`src/rtl/alu_op_sequencer.sv`:
```
// alu_op_sequencer: round-robin time-sharing of one ALU between NREQ requesters
module alu_op_sequencer #(
    parameter int NREQ    = 4,
    parameter int WIDTH   = 4,
    parameter int ALU_LAT = 1
) (
    input  logic                  clk,
    input  logic                  rst_n,
    input  logic [NREQ-1:0]       req,
    input  logic [3*NREQ-1:0]     op_bus,
    input  logic [WIDTH*NREQ-1:0] a_bus,
    input  logic [WIDTH*NREQ-1:0] b_bus,
    input  logic [WIDTH-1:0]      alu_result,
    output logic [2:0]            f_sel,
    output logic [WIDTH-1:0]      alu_a,
    output logic [WIDTH-1:0]      alu_b,
    output logic [NREQ-1:0]       gnt,
    output logic                  busy,
    output logic [NREQ-1:0]       done,
    output logic [WIDTH-1:0]      result
);

    typedef enum logic [1:0] {IDLE, ISSUE, RESP} state_t;

    state_t     state, state_nx;
    logic [2:0] cnt;
    logic [1:0] ptr, win, pick;
    logic       found;

    // round-robin search starting at ptr; 2-bit index arithmetic wraps mod 4
    always_comb begin
        pick  = ptr;
        found = 1'b0;
        for (int k = 0; k < NREQ; k++) begin
            if (!found && req[ptr + 2'(k)]) begin
                pick  = ptr + 2'(k);
                found = 1'b1;
            end
        end
    end

    // state register
    always_ff @(posedge clk or negedge rst_n) begin
        if (!rst_n) state <= IDLE;
        else        state <= state_nx;
    end

    // next-state logic
    always_comb begin
        state_nx = state;
        case (state)
            IDLE:    state_nx = found ? ISSUE : IDLE;
            ISSUE:   state_nx = (cnt == 3'd0) ? RESP : ISSUE;
            RESP:    state_nx = IDLE;
            default: state_nx = IDLE;
        endcase
    end

    // busy derives from the state register only
    always_comb begin
        busy = (state != IDLE);
    end

    // grant snapshot, latency count, result capture and release
    always_ff @(posedge clk or negedge rst_n) begin
        if (!rst_n) begin
            cnt    <= '0;
            ptr    <= '0;
            win    <= '0;
            gnt    <= '0;
            done   <= '0;
            f_sel  <= '0;
            alu_a  <= '0;
            alu_b  <= '0;
            result <= '0;
        end else begin
            case (state)
                IDLE: if (found) begin
                    gnt   <= NREQ'(1) << pick;
                    win   <= pick;
                    f_sel <= op_bus[3*pick +: 3];
                    alu_a <= a_bus[WIDTH*pick +: WIDTH];
                    alu_b <= b_bus[WIDTH*pick +: WIDTH];
                    cnt   <= 3'(ALU_LAT - 1);
                end
                ISSUE: if (cnt != 3'd0) begin
                    cnt <= cnt - 3'd1;
                end else begin
                    result <= alu_result;
                    done   <= gnt;
                end
                RESP: begin
                    ptr   <= win + 2'd1;
                    gnt   <= '0;
                    done  <= '0;
                    f_sel <= '0;
                    alu_a <= '0;
                    alu_b <= '0;
                end
                default: ;
            endcase
        end
    end

endmodule

```
`config.mk`:
```
export PLATFORM = sky130hd
export DESIGN_NAME = alu_op_sequencer
export DESIGN_NICKNAME = d
export VERILOG_FILES = /design/src/rtl/alu_op_sequencer.sv
export SDC_FILE = /design/constraint.sdc
export NUM_CORES = 1
export LEC_CHECK = 0
export CORE_MARGIN = 4
export CORE_UTILIZATION = 35
export CTS_CLUSTER_SIZE = 16
export DETAILED_ROUTE_END_ITERATION = 10
export GPL_TIMING_DRIVEN = 0
export MAX_ROUTING_LAYER = met4
export PLACE_DENSITY = 0.72
export SYNTH_ARGS = -nofsm -noshare
export SYNTH_HDL_FRONTEND = slang
export SYNTH_SLANG_ARGS = --single-unit
```
`constraint.sdc`:
```
create_clock -name clk -period 2 [get_ports clk]
set_input_delay 0.2 -clock clk [delete_from_list [all_inputs] [get_ports clk]]
set_output_delay 0.2 -clock clk [all_outputs]
set_load 0.005 [all_outputs]
```
==> flow_summary.json <==
{
  "power_w": 0.00340,
  "fill_cells": 444,
  "final_cell_mix": "clkdlybuf4s50_1 (76), dfrtp_1 (32), nand2_1 (31), mux2i_1 (22), o221ai_1 (11)",
  "fp.dieH_um": 77.5,
  "finalSetupViolCount": 0,
  "gr-total-overflow": 0,
  "skew_ps": 4.88,
  "start_kind": "primary input",
  "synth-seq-cells": 32,
  "grt_pass1_vias": 1541,
  "ys_seq_area_frac": 0.473,
  "syn2layout_area_growth_pct": 54.8,
  "cts_tree": "yes",
  "fmax_ghz": 0.555,
  "clockRootBuffer": "clkbuf_8",
  "synthSimpleGateAreaFrac": 0.154,
  "rsz0062_at_grt": "no",
  "relSlewSlack": 0.522,
  "finalInstanceArea_um2": 2620,
  "final_common_cell": "clkdlybuf4s50_1",
  "hold_viol_final": 0,
  "vdd_ir_drop_max_mv": 0.552,
  "num_antenna_cells": 0,
  "cts_max_path_buffers": 2,
  "fin_util": 0.558,
  "r2r-start": "ptr[0]",
  "post_dp_cell_area_um2": 2530,
  "critical_path.startpoint": "req[0]",
  "drt_pre_antenna_iters": 4,
  "yosysTopAreaCellShare": 0.473,
  "hp-class": "reg2reg",
  "cp-end-kind": "flip-flop",
  "tightest_slew_ps": 718,
  "grt_max_degree": 33,
  "synth.largest_area_cell": "dfrtp_1",
  "critPathMaxFanout": 10,
  "hold_start": "f_sel[1]",
  "die_area_um2": 6010,
  "gp_congestion": 0.815,
  "portBuffers": 77,
  "routed_wl_um": 4250,
  "synth_top_family_by_area": "multiplexers",
  "drive_gt1_frac": 0.0968,
  "cts_inserted_buffers": 5,
  "postRouteAntennaNets": 0,
  "antenna_found_initial": 0,
  "whs_ps": 488,
  "synth-compound-area-share": 0.132,
  "vias": 1510,
  "io_pins": 78,
  "multi_input_area_um2": 800,
  "fin_tns_setup_ps": 0,
  "synthCells": 163,
  "p_leak_nw": 1.15,
  "finalMaxSlewViolations": 0,
  "core_area_um2": 4690,
  "worst-setup-path-type": "in2reg",
  "dr.first_iter.drc_count": 45,
  "synth_area_per_cell_um2": 10.4,
  "critPathArrivalTime_ps": 1950,
  "grt_pass1_wl_um": 6910,
  "yosys.area_share.adder": 0.0148,
  "track_usage": 0.149,
  "syn-cell-area_um2": 1690,
  "synth_warnings": 0,
  "drc": 0,
  "min_period_ps": 1800,
  "htreeDepth": 2,
  "vias_per_cell": 5.00,
  "dpl.hpwl_um": 3290,
  "post_cts.repair.setup_buffers": 0,
  "start_util": 0.361,
  "cellPowerDensity_nw_per_um2": 1300,
  "wl_per_cell_um": 14.1,
  "synth_cell_type_count": 31,
  "post-route-period-util": 0.901,
  "synthesis.nets": 219,
  "path_clk_slew_ps": 60,
  "netlist_top_cells_area": "dfrtp_1 (47%), mux2i_1 (13%), nand2_1 (6.9%), o221ai_1 (5.7%), o21ai_0 (2.7%)",
  "row_count": 25,
  "regArea_um2": 801,
  "die_width_um": 77.5,
  "synthMuxAreaShare": 0.157,
  "clock_sinks": 32,
  "insertion_delay_ps": 280,
  "cp.required_ps": 2140,
  "fin_nets": 304,
  "synthXorXnorAreaFrac": 0.0103,
  "status": "completed",
  "maxCapViolCount": 0
}
-- registers in the layout, summed over array words and instances (netlist names) --
| register | flops |
|---|---|
| alu_a | 4 |
| alu_b | 4 |
| done | 4 |
| gnt | 4 |
| result | 4 |
| cnt | 3 |
| f_sel | 3 |
| ptr | 2 |
| state | 2 |
| win | 2 |
-- path summary, 6_finish.rpt --
path / slack (ps) / end / depth (start not counted)
max in group asynchronous: 1030 / result[1] / 2
min reg2reg: 490 / f_sel[1] / 2
min in group asynchronous: 510 / result[2] / 2
min: 490 / f_sel[1] / 2
max: 200 / alu_b[2] / 6
max reg2reg: 250 / alu_b[2] / 5
-- worst max-delay path, cell delays in order --
cell	delay, ps
clkdlybuf4s50_1	500
nor4_2	520
nor2_1	200
nand2_1	150
buf_2	240
o221ai_1	140
-- cell usage after synthesis --
library cell and number:
dfrtp_1 32, nand2_1 31, mux2i_1 22, o221ai_1 11
o21ai_0 9, nand3_1 7, buf_2 5, inv_1 5
nand2b_1 5, nor2_1 5, mux2_2 3, a21oi_1 2
buf_12 2, ha_1 2, nor2b_1 2, o21ai_1 2
o31ai_1 2, or2_2 2, xnor2_1 2, a211o_1 1
a21o_1 1, and2b_4 1, buf_6 1, clkbuf_1 1
mux2_1 1, nor3b_2 1, nor4_1 1, o211a_1 1
o2bb2ai_1 1, o31ai_2 1, or2_1 1
-- timing repair --
action / in CTS / in global routing
setup endpoints to repair: 0 / 11
endpoints found under the hold margin: 32 / 0
hold buffers: 1 / 0
resized for setup: 0 / 1
-- power by group --
group,switching (W),internal (W),leakage [nW]
registers,0.000181,0.000935,0.407
logic,0.000805,0.00102,0.700
clock network,0.000226,0.000236,0.0410
total,0.00121,0.00219,1.15
-- metrics by stage --
| step | setup slack (ps) | std cells |
|---|---|---|
| detailed placement | -273 | 294 |
| finish | 199 | 302 |
| global route | 48.9 | 302 |
| global placement | -237 | 294 |
| CTS | 19.0 | 302 |
| floorplan | 442 | 163 |
-- kinds of logic after synthesis --
family	after synthesis
DFF	32
buffers and inverters	14
xor gates and xnor gates	2
adders and majority gates	2
AOI/OAI and AO/OA	31
and+or+nand+nor	56
muxes	26
-- layer usage --
layer	part of all wire	global-route usage	vias up
li1	-	-	744
met4	0.012	0.0480	0
met5	0	-	-
met2	0.48	0.247	59
met3	0.087	0.0522	5
met1	0.42	0.168	702
-- area by class of cell --
class,instances,area share
buffer,9,0.0306
timing repair buffer,78,0.296
inverter,5,0.00716
tap,54,0.0258
clock buffer,6,0.0277
sequential,32,0.306
clock inverter,1,0.00191
multi-input combinational,117,0.305
(Power assumes the default switching activity.)
